==> src/rtl/sysid_uptime_regs_if.sv <==
// Avalon-MM slave bus for the system-ID / uptime register block.
// The host drives the strobes and write data; the block returns read data one cycle later.
interface sysid_uptime_regs_if #(
  parameter int ADDR_W = 3
);
  logic [ADDR_W-1:0] address;
  logic              read;
  logic              write;
  logic [31:0]       writedata;
  logic [31:0]       readdata;
  logic              readdatavalid;

  modport master (
    output address, read, write, writedata,
    input  readdata, readdatavalid
  );

  modport slave (
    input  address, read, write, writedata,
    output readdata, readdatavalid
  );
endinterface

==> src/rtl/sysid_uptime_regs.sv <==
// System ID, build timestamp, free-running uptime counter with a HI snapshot, a scratch word and a control word.
// Reads have a fixed latency of one cycle. Read data is taken before the write in the same cycle lands.
module sysid_uptime_regs #(
  parameter logic [31:0] SYSTEM_ID = 32'h00000007,
  parameter logic [31:0] TIMESTAMP = 32'd1385042754,
  parameter int          CNT_W     = 48,
  parameter int          ADDR_W    = 3
) (
  input  logic               clock,
  input  logic               reset_n,
  sysid_uptime_regs_if.slave bus
);

  localparam int HI_W = (CNT_W > 32) ? (CNT_W - 32) : 1;

  logic [CNT_W-1:0] cnt_r;
  logic [HI_W-1:0]  hi_r;
  logic [31:0]      scratch_r;
  logic             en_r;
  logic             ovf_r;
  logic [31:0]      readdata_r;
  logic             readdatavalid_r;

  logic [HI_W-1:0]  hi_next_s;
  logic [31:0]      rdata_s;
  logic             wr_scratch_s;
  logic             wr_ctrl_s;
  logic             clr_s;
  logic             wrap_s;
  logic             rd_lo_s;

  // A counter no wider than 32 bits has no upper part, so its snapshot stays zero.
  if (CNT_W > 32) begin : g_hi
    assign hi_next_s = cnt_r[CNT_W-1:32];
  end else begin : g_no_hi
    assign hi_next_s = 1'b0;
  end

  // Address decode of write strobes and counter events.
  always_comb begin
    wr_scratch_s = bus.write && (bus.address == ADDR_W'(4));
    wr_ctrl_s    = bus.write && (bus.address == ADDR_W'(5));
    clr_s        = wr_ctrl_s && bus.writedata[1];
    wrap_s       = en_r && (cnt_r == {CNT_W{1'b1}});
    rd_lo_s      = bus.read && (bus.address == ADDR_W'(2));
  end

  // Read multiplexer on the current register contents.
  always_comb begin
    rdata_s = 32'd0;
    case (bus.address)
      ADDR_W'(0): rdata_s = SYSTEM_ID;
      ADDR_W'(1): rdata_s = TIMESTAMP;
      ADDR_W'(2): rdata_s = 32'(cnt_r);
      ADDR_W'(3): rdata_s = 32'(hi_r);
      ADDR_W'(4): rdata_s = scratch_r;
      ADDR_W'(5): rdata_s = {29'd0, ovf_r, 1'b0, en_r};
      default:    rdata_s = 32'd0;
    endcase
  end

  // Bus response registers.
  always_ff @(posedge clock) begin
    if (!reset_n) begin
      readdata_r      <= 32'd0;
      readdatavalid_r <= 1'b0;
    end else begin
      readdatavalid_r <= bus.read;
      if (bus.read) begin
        readdata_r <= rdata_s;
      end
    end
  end

  // Uptime counter, HI snapshot and control/scratch state. A CLR write beats a
  // simultaneous wrap, and a wrap beats a simultaneous OVF clear.
  always_ff @(posedge clock) begin
    if (!reset_n) begin
      cnt_r     <= {CNT_W{1'b0}};
      hi_r      <= {HI_W{1'b0}};
      scratch_r <= 32'd0;
      en_r      <= 1'b1;
      ovf_r     <= 1'b0;
    end else begin
      if (clr_s) begin
        cnt_r <= {CNT_W{1'b0}};
      end else if (en_r) begin
        cnt_r <= cnt_r + CNT_W'(1);
      end

      if (clr_s) begin
        hi_r <= {HI_W{1'b0}};
      end else if (rd_lo_s) begin
        hi_r <= hi_next_s;
      end

      if (wr_scratch_s) begin
        scratch_r <= bus.writedata;
      end

      if (wr_ctrl_s) begin
        en_r <= bus.writedata[0];
      end

      if (wrap_s && !clr_s) begin
        ovf_r <= 1'b1;
      end else if (wr_ctrl_s && bus.writedata[2]) begin
        ovf_r <= 1'b0;
      end
    end
  end

  assign bus.readdata      = readdata_r;
  assign bus.readdatavalid = readdatavalid_r;

endmodule

==> src/flat_wrapper.sv <==
// flat-port wrapper written by rule: the top's interface ports become plain ports
module sysid_uptime_regs_flat 
#(
  parameter logic [31:0] SYSTEM_ID = 32'h00000007,
  parameter logic [31:0] TIMESTAMP = 32'd1385042754,
  parameter int          CNT_W     = 48,
  parameter int          ADDR_W    = 3
)
  (clock, reset_n, bus_address, bus_read, bus_write, bus_writedata, bus_readdata, bus_readdatavalid);
  sysid_uptime_regs_if #(.ADDR_W(ADDR_W)) bus_i ();
  input  logic clock;
  input  logic reset_n;
  input wire logic [$bits(bus_i.address)-1:0] bus_address;
  input wire logic [$bits(bus_i.read)-1:0] bus_read;
  input wire logic [$bits(bus_i.write)-1:0] bus_write;
  input wire logic [$bits(bus_i.writedata)-1:0] bus_writedata;
  output wire logic [$bits(bus_i.readdata)-1:0] bus_readdata;
  output wire logic [$bits(bus_i.readdatavalid)-1:0] bus_readdatavalid;
  assign bus_i.address = bus_address;
  assign bus_i.read = bus_read;
  assign bus_i.write = bus_write;
  assign bus_i.writedata = bus_writedata;
  assign bus_readdata = bus_i.readdata;
  assign bus_readdatavalid = bus_i.readdatavalid;
  sysid_uptime_regs #(.SYSTEM_ID(SYSTEM_ID), .TIMESTAMP(TIMESTAMP), .CNT_W(CNT_W), .ADDR_W(ADDR_W)) u_core (.clock(clock), .reset_n(reset_n), .bus(bus_i));
endmodule
==> config.mk <==
export PLATFORM = sky130hd
export DESIGN_NAME = sysid_uptime_regs_flat
export DESIGN_NICKNAME = d
export VERILOG_FILES = /design/src/rtl/sysid_uptime_regs_if.sv /design/src/rtl/sysid_uptime_regs.sv /design/src/flat_wrapper.sv
export SDC_FILE = /design/constraint.sdc
export NUM_CORES = 1
export LEC_CHECK = 0
export CORE_MARGIN = 2
export CORE_UTILIZATION = 60
export DETAILED_ROUTE_END_ITERATION = 7
export DONT_BUFFER_PORTS = 1
export PLACE_DENSITY_LB_ADDON = 0.12
export SYNTH_ARGS = -nofsm -noshare
export SYNTH_HDL_FRONTEND = slang
export SYNTH_SLANG_ARGS = --single-unit
==> constraint.sdc <==
create_clock -name clock -period 2.7 [get_ports clock]
set_clock_uncertainty 0.05 [all_clocks]
set_input_delay 0.54 -clock clock [delete_from_list [all_inputs] [get_ports clock]]
set_output_delay 0.54 -clock clock [all_outputs]
set_load 0.005 [all_outputs]
==> key figures <==
Detailed routing
  – Top layer in use: met4
  – DRT antenna net count: 0
  – Post-Route WL: 14370 um
  – WL/cell: 17.63 um
  – Drt via density: around 6.0
  – Total number of vias: 4910
  – Met1 Routed Length: 5854 um
  – Total iterations of the first detailed-routing run: 5
  – Met2 wire length: 7109 um
  – Drt drc: 0
  – Iter 0 DRT Violations: 410
  – Metal3 WL: 937 um

Yosys
  – Async set or reset register ratio after synthesis: 0
  – EDFF count, synth: 0
  – Top FF cell, synth: dfxtp_1
  – Synth Cell Area: 5707 sq um
  – FF+latch count, synth: between 100 and 150
  – Synth top area cells: dfxtp_1 (46%), nand2_1 (8.5%), a21boi_0 (5.0%), xor2_1 (4.5%), a22oi_1 (3.6%)
  – Mean Syn Cell Area: 8.331 sq um
  – Most common cell in the netlist: dfxtp_1
  – Sequential share of the synthesized area: 0.4595
  – Area leader, netlist: dfxtp_1
  – Synthesis Warnings: 0
  – Synth top area share: 0.4595
  – Post-synthesis cell type count: 44
  – Cells after synthesis: 685
  – Syn_nets: 725
  – Top post-synthesis cells by count: dfxtp_1 (131), nand2_1 (129), nor2_1 (51)

STA
  – RSZ-0062 raised after global routing: false
  – Fin crit period: 2188 ps
  – Setup TNS: 0 ps
  – Period utilization: 0.8105
  – Slew Limit Fails: 0
  – Worst-Margin Slew: 861.9 ps
  – Setup violators final: 0
  – Fmax: roughly 0.46 GHz
  – Max transition margin: 0.4242
  – Final hold violations: 0

Floorplanning
  – Die W: 101.5 um
  – Die area: 10310 sq um
  – # IOs: 72
  – # rows: 35
  – Initial Util: 0.6176
  – Die H: just over 100 um
  – Placeable Area: 9240 sq um

Critical path
  – Setup Crit Path Kind: flip-flop to flip-flop
  – Worst setup EP type: flip-flop
  – Critical Path Start Type: flip-flop
  – Worst Path Arrival: 2590 ps
  – Max FO, Critical Path: 7
  – WP data required: approximately 3100 ps

CTS
  – TritonCTS buffer count: 17
  – CTS tree: built
  – Setup repair bufs after CTS: 0
  – TritonCTS sink count: about 130
  – CTS hold repair buffers: 0
  – Root Buffer Master: clkbuf_8
  – Clk_lat worst skew: 530 ps
  – Htree depth: 4
  – CTS Buffer Depth: 2
  – Clk slew on worst S/H paths: 60 ps
  – Post_cts resized: 0

Place
  – HPWL Detailed: between 9000 and 10000 um
  – Inst Count DP: 783
  – Port bufs: 0
  – GPL Wtd Cong: 0.9455

Worst hold path
  – Worst Hold Class: input port to flip-flop

Cells and area
  – FF+latch area: 2623 sq um
  – Layout cell share with drive strength beyond 1: 0.08455
  – Multi-input logic area: 2889 sq um
  – Non-Filler Instances: approximately 820
  – Final nets: 713
  – Area Overhead vs Synth: 12.10%
  – Antenna Cells: 0
  – Fill cells: 754

Power and ir drop
  – Peak VDD IR: 0.0005506 V
  – PnR Total Power: 4.286 mW
  – Leak: 2.096 nW
  – PD cells: roughly 670 nW/um^2

Run
  – Max_cap viols: 0

Global routing
  – Vias in the first global route: roughly 4700
  – Initial antenna violation count: 0
  – Largest net degree at the start of global routing: 70
  – First-pass GRT wire length: 22950 um
  – Total GRT Usage: 0.2888
  – GRT overflow: 0

Status
  – Outcome: completed
==> final timing paths <==
kind              slack (ps)            start  cells after the start               end
hold / removal            40          reset_n                      1       u_core.en_r
setup / recovery         510  u_core.cnt_r[4]                      5  u_core.cnt_r[46]
hold reg to reg          410  u_core.hi_r[13]                      2   u_core.hi_r[13]
setup reg to reg         510  u_core.cnt_r[4]                      5  u_core.cnt_r[46]
==> sequential cells by signal, summed over array words and instances, names as in the netlist <==
register / count
u_core.scratch_r: 32
u_core.hi_r: 16
u_core.ovf_r: 1
u_core.bus.readdatavalid: 1
u_core.en_r: 1
u_core.cnt_r: 48
u_core.bus.readdata: 32
==> worst max-delay path, stage by stage (launching register included) <==
cell,delay [ps]
dfxtp_1,430
nand4_2,230
nor4_4,460
nand4_1,270
or4_1,530
a21oi_1,140
==> per-stage QoR <==
step,cell area [sq um],hold slack [ps],util,worst slack (ps)
after floorplan,5707,381.2,-,565.4
after global placement,5841,396.3,0.6321,528.4
after detailed placement,5841,399.0,0.6321,514.8
after CTS,6397,12.16,0.6923,525.5
after global routing,6397,19.01,0.6923,298.1
final,6397,41.76,0.6923,511.6
==> final cells by class <==
type / instances / area share
flip-flops and latches: 131 / 0.4099
repair buffers: 16 / 0.02269
well taps: 129 / 0.02523
clock inverters: 14 / 0.02014
inverters: 6 / 0.003520
multi-input cells: 501 / 0.4516
clock buffers: 18 / 0.06689
==> layout by cell type, fill, tap and decap left out, types with 4 or more instances in the layout <==
master,instances
o31ai_1,7
a21boi_0,38
dfxtp_1,131
and3_1,8
nor2b_1,24
or3_1,7
xor2_1,29
inv_6,4
o21ai_0,23
nand4_1,24
nand2b_1,8
nand3_1,26
buf_4,14
a222oi_1,6
o2bb2ai_1,4
nor2_1,51
xnor2_1,6
a211oi_1,8
a22oi_1,27
or4_1,7
nand2_1,129
a21oi_1,40
inv_1,6
clkbuf_16,16
==> power breakdown <==
part           internal (mW)  total [mW]  switching, mW  leakage [nW]
combinational         0.0607       0.151         0.0906         0.769
clock                   1.25        2.15          0.900         0.268
sequential              1.96        1.98         0.0209          1.06
total                   3.27        4.29           1.01          2.10
==> kinds of logic after synthesis <==
kind of cell,count (synthesis),synth area share
AOI/OAI and AO/OA,159,0.1868
adders and majority gates,1,0.002192
DFF,131,0.4595
and+or+nand+nor,303,0.2570
muxes,3,0.005481
xor gates and xnor gates,35,0.05372
buffers and inverters,53,0.03530
==> routing by layer <==
layer,global-route usage,vias to the layer above
met1,0.3570,2323
met5,0,-
li1,-,2372
met2,0.4676,183
met4,0.1372,0
met3,0.07867,32
Note: power is estimated with default switching activity, not from simulation.
